## src/rtl/can_seq_det.sv

```systemverilog
// can_seq_det: serial LEN-bit pattern loader and stream matcher with a
// saturating match counter. Ports: clk, rst_n, load, din, din_valid,
// overlap, clr_cnt, [mask if SEQ_DET_MASK_EN], dout, armed, load_err, match_cnt.
module can_seq_det #(
  parameter int LEN   = 8,
  parameter int CNT_W = 8
) (
  input  logic             clk,
  input  logic             rst_n,
  input  logic             load,
  input  logic             din,
  input  logic             din_valid,
  input  logic             overlap,
  input  logic             clr_cnt,
`ifdef SEQ_DET_MASK_EN
  input  logic [LEN-1:0]   mask,
`endif
  output logic             dout,
  output logic             armed,
  output logic             load_err,
  output logic [CNT_W-1:0] match_cnt
);

  typedef enum logic [1:0] {
    IDLE,
    LOAD,
    DETECT
  } state_e;

  localparam int CW = $clog2(LEN + 1);
  localparam logic [CW-1:0] FULL = CW'(LEN);
  localparam logic [CNT_W-1:0] CMAX = '1;

  state_e           state_q, state_d;
  logic [LEN-1:0]   pat_q, pat_d;
  logic [LEN-1:0]   hist_q, hist_d;
  logic [CW-1:0]    fill_q, fill_d;
  logic [CW-1:0]    lcnt_q, lcnt_d;
  logic             dout_q, dout_d;
  logic             armed_q, armed_d;
  logic             err_q, err_d;
  logic [CNT_W-1:0] cnt_q, cnt_d;

  logic [LEN-1:0]   hist_nx;
  logic [LEN-1:0]   care;
  logic [CW-1:0]    fill_inc;
  logic [CW-1:0]    lbase;
  logic             eq;
  logic             hit;

`ifdef SEQ_DET_MASK_EN
  assign care = ~mask;
`else
  assign care = '1;
`endif

  always_comb begin
    state_d  = state_q;
    pat_d    = pat_q;
    hist_d   = hist_q;
    fill_d   = fill_q;
    lcnt_d   = lcnt_q;
    armed_d  = armed_q;
    err_d    = 1'b0;
    hit      = 1'b0;
    hist_nx  = {hist_q[LEN-2:0], din};
    eq       = ((hist_nx ^ pat_q) & care) == '0;
    fill_inc = (fill_q == FULL) ? FULL : fill_q + CW'(1);
    // the load count restarts when LOAD is entered from another state
    lbase    = (state_q == LOAD) ? lcnt_q : '0;

    unique case (1'b1)
      load: begin
        state_d = LOAD;
        hist_d  = '0;
        fill_d  = '0;
        armed_d = 1'b0;
        lcnt_d  = lbase;
        if (din_valid) begin
          pat_d  = {pat_q[LEN-2:0], din};
          lcnt_d = (lbase == FULL) ? FULL : lbase + CW'(1);
        end
      end
      (state_q == LOAD) && !load: begin
        lcnt_d = '0;
        if (lcnt_q == FULL) begin
          state_d = DETECT;
          armed_d = 1'b1;
        end else begin
          state_d = IDLE;
          err_d   = 1'b1;
          pat_d   = '0;
        end
      end
      (state_q == DETECT) && !load && din_valid: begin
        hist_d = hist_nx;
        fill_d = fill_inc;
        hit    = (fill_inc == FULL) && eq;
        // non-overlapping mode needs LEN fresh bits after a hit
        if (hit && !overlap) fill_d = '0;
      end
      default: ;
    endcase

    cnt_d = cnt_q;
    if (clr_cnt)
      cnt_d = hit ? CNT_W'(1) : '0;
    else if (hit && cnt_q != CMAX)
      cnt_d = cnt_q + CNT_W'(1);

    dout_d = hit;
  end

  always_ff @(posedge clk or negedge rst_n) begin
    if (!rst_n) begin
      state_q <= IDLE;
      pat_q   <= '0;
      hist_q  <= '0;
      fill_q  <= '0;
      lcnt_q  <= '0;
      dout_q  <= 1'b0;
      armed_q <= 1'b0;
      err_q   <= 1'b0;
      cnt_q   <= '0;
    end else begin
      state_q <= state_d;
      pat_q   <= pat_d;
      hist_q  <= hist_d;
      fill_q  <= fill_d;
      lcnt_q  <= lcnt_d;
      dout_q  <= dout_d;
      armed_q <= armed_d;
      err_q   <= err_d;
      cnt_q   <= cnt_d;
    end
  end

  assign dout      = dout_q;
  assign armed     = armed_q;
  assign load_err  = err_q;
  assign match_cnt = cnt_q;

endmodule

```

## config.mk

```make
export PLATFORM = sky130hd
export DESIGN_NAME = can_seq_det
export DESIGN_NICKNAME = d
export VERILOG_FILES = /design/src/rtl/can_seq_det.sv
export SDC_FILE = /design/constraint.sdc
export NUM_CORES = 1
export LEC_CHECK = 0
export CAP_MARGIN = 20
export CORE_MARGIN = 5
export CORE_UTILIZATION = 35
export DETAILED_ROUTE_END_ITERATION = 10
export SKIP_LAST_GASP = 1
export SYNTH_ARGS = -nofsm -noshare
export SYNTH_HDL_FRONTEND = slang
export SYNTH_SLANG_ARGS = --single-unit
```

## constraint.sdc

```tcl
create_clock -name clk -period 1.7 [get_ports clk]
set_input_delay 0.34 -clock clk [delete_from_list [all_inputs] [get_ports clk]]
set_output_delay 0.34 -clock clk [all_outputs]
set_load 0.05 [all_outputs]
```

==> summary.txt, run 1 <==
Clock transition at path regs - 70 ps
GPL Wtd Cong - 0.8330
total congestion overflow - 0
Layout area overhead - 34.92%
RSZ-0062 raised after global routing - yes
H-Tree Level Count - 2
Die Width - 84.49 um
complex-gate fraction of the synthesized area - 0.1321
Crit path max-delay family - simple AND/OR/NAND/NOR gates
Ys Warns - 0
vias in the first global route - 1731
Mapped Area - 1942 um^2
fin worst setup slack - -168.6 ps
CP Capture Type - flop
Setup CP Type - flop to flop
effective utilization at floorplan - 0.3570
FMAX - 535.2 MHz
clk sink count - 36
XOR/XNOR Fraction of Synth Area - 0.04961
Buffers on Ports - 17
diode count - 0
first-pass GRT wire length - 7810 um
post-synthesis mux area share - 0
WL final - 4399 um
# setup viols final - 6
synth top area cells - dfrtp_1 46%, nand2_1 8.3%, o21ai_0 4.4%
final hold viol count - 0
Cell Chain, Critical Path - xor2_1 > nor4_4 > nand4_4 > or4_4 > a21oi_2
vias - 1663
Net count, final - 280
antenna-violating nets left - 0
drt drc - 0
number of flops mapped to enable cells by yosys - 0
Mapped Nets - 224
Period Utilization, post-route - 1.099
Worst Path Buf+Inv - 0
Async SR Flop Fraction - 1.000
Core Box Area - 5439 um^2
synthesized area per cell - 9.160 um^2
Min-Delay Path Class - input port to async pin
Mapped Cells - 212
initial antenna violation count - 0
CP startpoint kind - flop
largest net degree at the start of global routing - 37
Worst Path Required - 1910 ps
Core Rows - 27
Final Skew - 5.404 ps
VDD IR max - 0.0004673 V
post-synthesis sequential area ratio - 0.4639
Hold WS - 85.75 ps
Synth cell types - 40
number of max-cap violations - 0
CTS tree - done
crit path max fanout - 3
FF+latch count, synth - 36
Synth Area in Adders - 0.03222
status - finished with violations
worst-skew pair later-pin latency - 290 ps
CP arrival - 2080 ps
hpwl dp - 3121 um
Top FF cell, synth - dfrtp_1
CTS root buffer - clkbuf_8
First-pass DRT Iterations - 4
layout cells sized above 1 - 0.2937
DP Worst Slack - -583.1 ps
Yosys top cell by area - dfrtp_1
wire per inst - 12.90 um
largest family of logic cells by synthesized area - simple AND/OR/NAND/NOR gates
via density per instance - 4.877
Synth top cells by count - 43 x nand2_1, 36 x dfrtp_1, 17 x o21ai_0
Simple-Gate Fraction of Synth Area - 0.2899
DR iter-0 viols - 91
die height - 84.49 um
Num CTS Buffers - 5
failing checks - setup timing
Leakage - 0.001244 uW
Min Clock Period, post-route - 1869 ps
total global routing track utilization - 0.1347
Ports - 18
Yosys top cell area share - 0.4639
Power Density - 642.3 nW/um^2
max-slew violation total from the final report - 0
clock tree buffer depth - 2
count leader, synth - nand2_1
actual slew at the worst max-slew pin - 466.0 ps
slew margin rel. - 0.6893
Die Footprint - 7138 um^2
CP peak stage delay - 530 ps
slowest CP cell - or4_4
-- final timing paths --
path                          start      endpoint  slack, ps  cells after the start
max                        pat_q[6]  match_cnt[3]       -170                      5
min                           rst_n         armed         90                      2
max reg2reg                pat_q[6]  match_cnt[3]       -170                      5
min reg2reg                pat_q[4]      pat_q[5]        510                      2
max in group asynchronous     rst_n     fill_q[0]       1270                      2
min in group clk               load    state_q[1]        480                      3
-- where the power goes --
group / internal [uW] / switching [uW] / leakage (uW)
clock network: 331 / 303 / 0.0000455
logic: 69.9 / 92.3 / 0.000709
registers: 873 / 14.2 / 0.000489
-- per-layer routing --
layer	wire [um]	vias up	GRT usage
li1	-	856	-
met3	163	9	0.03042
met2	2076	27	0.2214
met5	0	-	0
met1	2073	771	0.1690
met4	85	0	0.05899
-- worst reg2reg max path: cells and delay by family, from the launching register on --
kind | cells | cell delay [ps]
flip-flops | 1 | 400
AO/OA/AOI/OAI | 1 | 140
XOR/XNOR | 1 | 190
AND/OR/NAND/NOR | 3 | 1060
-- cells by family (layout without fill, tap and decap cells) --
| kind of cell | Yosys count | in the layout |
|---|---|---|
| buf+inv | 15 | 72 |
| xor+xnor | 11 | 11 |
| simple gates | 104 | 104 |
| compound gates | 41 | 41 |
| flops | 36 | 36 |
| fa+ha+maj | 5 | 5 |
-- area by class of cell --
type,instances,area [um^2]
multi-input combinational,161,1050
fill,521,2819
timing repair buffer,58,461.7
clock buffer,8,90.09
sequential,36,905.9
inverter,6,22.52
tap,72,90.09
-- state kept, by name, indices dropped and copies added, names as in the netlist, 2 cells and up --
name	count
hist_q	7
pat_q	8
state_q	2
match_cnt	8
fill_q	4
lcnt_q	4
-- through the flow --
step	power, uW	setup TNS [ps]	std cells	area (um^2)	utilization
3_5_place_dp	1068	-7404	327	2457	0.4518
4_1_cts	1708	-608.1	336	2567	0.4721
2_1_floorplan	985.7	-186.9	212	1992	-
6_report	1683	-550.6	341	2620	0.4817
3_3_place_gp	1067	-7226	327	2457	0.4518
5_1_grt	1758	-1264	341	2620	0.4817
-- placed cells by master (no fill, tap or decap), types with 3 or more instances in the layout --
| master | instances |
|---|---|
| a21oi_1 | 7 |
| nand4_1 | 5 |
| xor2_1 | 9 |
| and3_1 | 4 |
| nand3_1 | 14 |
| nand2b_1 | 8 |
| o31ai_1 | 4 |
| clkbuf_8 | 6 |
| or3_1 | 3 |
| o22ai_1 | 3 |
| inv_1 | 4 |
| nand2_1 | 43 |
| clkdlybuf4s50_1 | 4 |
| dfrtp_1 | 32 |
| o21ai_0 | 15 |
| nor2b_1 | 3 |
| nor2_1 | 6 |
| dfrtp_2 | 4 |
| buf_4 | 49 |
-- what timing repair did --
action	4_1_cts	5_1_grt
gates cloned	0	1
setup endpoints to repair	10	12
hold buffers	0	0
pin swaps	5	2
gates resized for setup	5	4
setup buffers	1	4
No activity file was read; power rests on OpenSTA's default activity.
==> run 2, diff against run 1 <==
Settings changed: SETUP_SLACK_MARGIN from default to 0.5.
==> run 2 against run 1 <==
Against the previous run:
- the run ends with hold timing, setup timing left
- design area rose by 18%
- die area unchanged
- clock power is 2% higher
- clock skew up 0.81 ps
- maximum frequency rose by 1.3%
- first-iteration DRC count down 37%
- global-route usage increased by 1.3 points
- cell count increased by 4.4%
- non-clock buffer count up 15
- setup slack gained 24 ps
- sequential power hardly changed
- critical endpoint unchanged
- largest cell class unchanged
- highest routed layer unchanged
==> summary.txt, run 2 (synthesis results as in run 1) <==
status - finished with violations
failing checks - hold timing, setup timing
Setup CP Type - flop to flop
max-slew violation total from the final report - 0 (unchanged)
Die Width - 84.49 um (unchanged)
total global routing track utilization - 0.1480 (+0.01335)
initial antenna violation count - 0 (unchanged)
vias - 1763 (+6.0%)
Internal - 1309 uW (+2.8%)
wire per inst - 14.21 um (+10%)
GPL Wtd Cong - 0.7766 (-6.8%)
VDD IR max - 0.0004018 V (-14%)
Crit path max-delay family - simple AND/OR/NAND/NOR gates
DP Worst Slack - -565.0 ps (+18.14 ps)
Clock transition at path regs - 80 ps (about the same)
CP startpoint kind - flop
total congestion overflow - 0 (unchanged)
fin worst setup slack - -144.6 ps (+24.02 ps)
sequential share of power - 0.507 (-0.020)
RSZ-0062 raised after global routing - yes
Layout area overhead - 58.57%
Hold WS - -11.80 ps (-97.55 ps)
worst-skew pair later-pin latency - 280 ps (about the same)
CP peak stage delay - 530 ps (about the same)
First-pass DRT Iterations - 4 (unchanged)
layout cells sized above 1 - 0.4754 (+0.1817)
Ports - 18 (unchanged)
crit path max fanout - 3 (unchanged)
H-Tree Level Count - 2 (unchanged)
antenna-violating nets left - 0 (unchanged)
vias in the first global route - 1797 (+3.8%)
Worst Path Required - 1910 ps (about the same)
Switching Share - 0.2547 (+0.01126)
WL final - 5057 um (+15%)
# setup viols final - 7 (+1)
die height - 84.49 um (unchanged)
clock tree buffer depth - 2 (unchanged)
CTS root buffer - clkbuf_8
Min-Delay Path Class - input port to async pin
largest net degree at the start of global routing - 22 (-41%)
actual slew at the worst max-slew pin - 429.3 ps (-36.70 ps)
Cell Chain, Critical Path - xor2_2 > nor4_4 > nand4_4 > or4_4 > a21oi_2
CTS tree - done
commonest non-fill, non-tap cells in the layout - 37 x buf_4, 35 x nand2_1, 30 x dfrtp_1, 22 x buf_6, 9 x o21ai_1
Final Non-Filler Cells - 356 (+4.4%)
hpwl dp - 3288 um (+5.3%)
Die Footprint - 7138 um^2 (unchanged)
Net count, final - 295 (+5.4%)
CP Capture Type - flop
final hold viol count - 16 (+16)
effective utilization at floorplan - 0.3570 (unchanged)
Power Density - 570.5 nW/um^2 (-11%)
Final Instance Area - 3079 um^2 (+18%)
placed inst area - 2546 um^2 (+3.6%)
leading cell type in the layout, fill and taps excluded - buf_4
P_sw - 447.5 uW (+9.2%)
slowest CP cell - or4_4
Period Utilization, post-route - 1.085 (-0.01413)
via density per instance - 4.952 (+1.5%)
placed cells - 327 (unchanged)
Leakage - 0.001424 uW (+15%)
slew margin rel. - 0.7138 (+0.02447)
Buffers on Ports - 17 (unchanged)
total power - 1757 uW (+4.4%)
Core Box Area - 5439 um^2 (unchanged)
FMAX - 542.1 MHz (+1.3%)
Worst Path Buf+Inv - 0 (unchanged)
Comb pwr share - 0.127 (+0.031)
diode count - 0 (unchanged)
DR iter-0 viols - 57 (-37%)
number of max-cap violations - 0 (unchanged)
first-pass GRT wire length - 8549 um (+9.5%)
Num CTS Buffers - 5 (unchanged)
clk sink count - 36 (unchanged)
drt drc - 0 (unchanged)
CP arrival - 2060 ps (-20 ps)
Core Rows - 27 (unchanged)
Final Skew - 6.215 ps (+0.8109 ps)
clock power share - 0.366 (-0.011)
Min Clock Period, post-route - 1845 ps (-24.02 ps)
[run 2: worst reg2reg max path: cells and delay by family, from the launching register on]
family          cells  cell delay (ps)
simple gates        3             1020
flops               1              420
xor+xnor            1              200
compound gates      1              130
[run 2: layout make-up]
type	instances	area, um^2
Clock buffer	7	86.33
Timing Repair Buffer	73	710.7
Fill cell	460	2360
Tap cell	72	90.09
Inverter	6	22.52
Multi-Input combinational cell	161	1254
Clock inverter	1	7.507
Sequential cell	36	908.4
[run 2: timing repair]
item	CTS	global route
buffers inserted	12	6
hold buffers	0	0
pin swaps	18	20
resized for setup	46	32
cloned	3	0
endpoints found under the setup margin	42	45
[run 2: path summary, 6_finish.rpt]
kind                            startpoint           end  slack, ps  cells after the start
worst max register to register    pat_q[2]  match_cnt[3]       -140                      5
max in group asynchronous            rst_n  match_cnt[2]       1250                      2
min in group clk                       din      pat_q[0]        440                      4
worst min register to register   hist_q[3]     hist_q[4]        550                      2
worst max-delay path              pat_q[2]  match_cnt[3]       -140                      5
worst min-delay path                 rst_n         armed        -10                      1
[run 2: power by group through the flow]
stage / Sequential (uW) / Combinational, uW / Clock, uW
after global placement: 905 / 187 / 0
after detailed placement: 906 / 189 / 0
final: 890 / 223 / 644
after floorplan: 909 / 93.0 / 0
after global routing: 893 / 245 / 695
after CTS: 889 / 216 / 664
[run 2: through the flow]
step / setup TNS, ps / utilization / hold slack [ps]
global placement: -7020 / 0.4681 / 320.1
global route: -1350 / 0.5661 / 13.56
CTS: -916.0 / 0.5330 / 1.170
detailed placement: -7796 / 0.4681 / 310.5
finish: -701.9 / 0.5661 / -11.80
floorplan: -157.5 / - / 44.41
[run 2: metal layers]
layer	share of wire	up-vias	track usage
li1	-	881	-
met1	0.47	852	0.1956
met2	0.49	26	0.2448
met3	0.028	4	0.03631
met4	0.0087	0	0.03453
met5	0	-	0
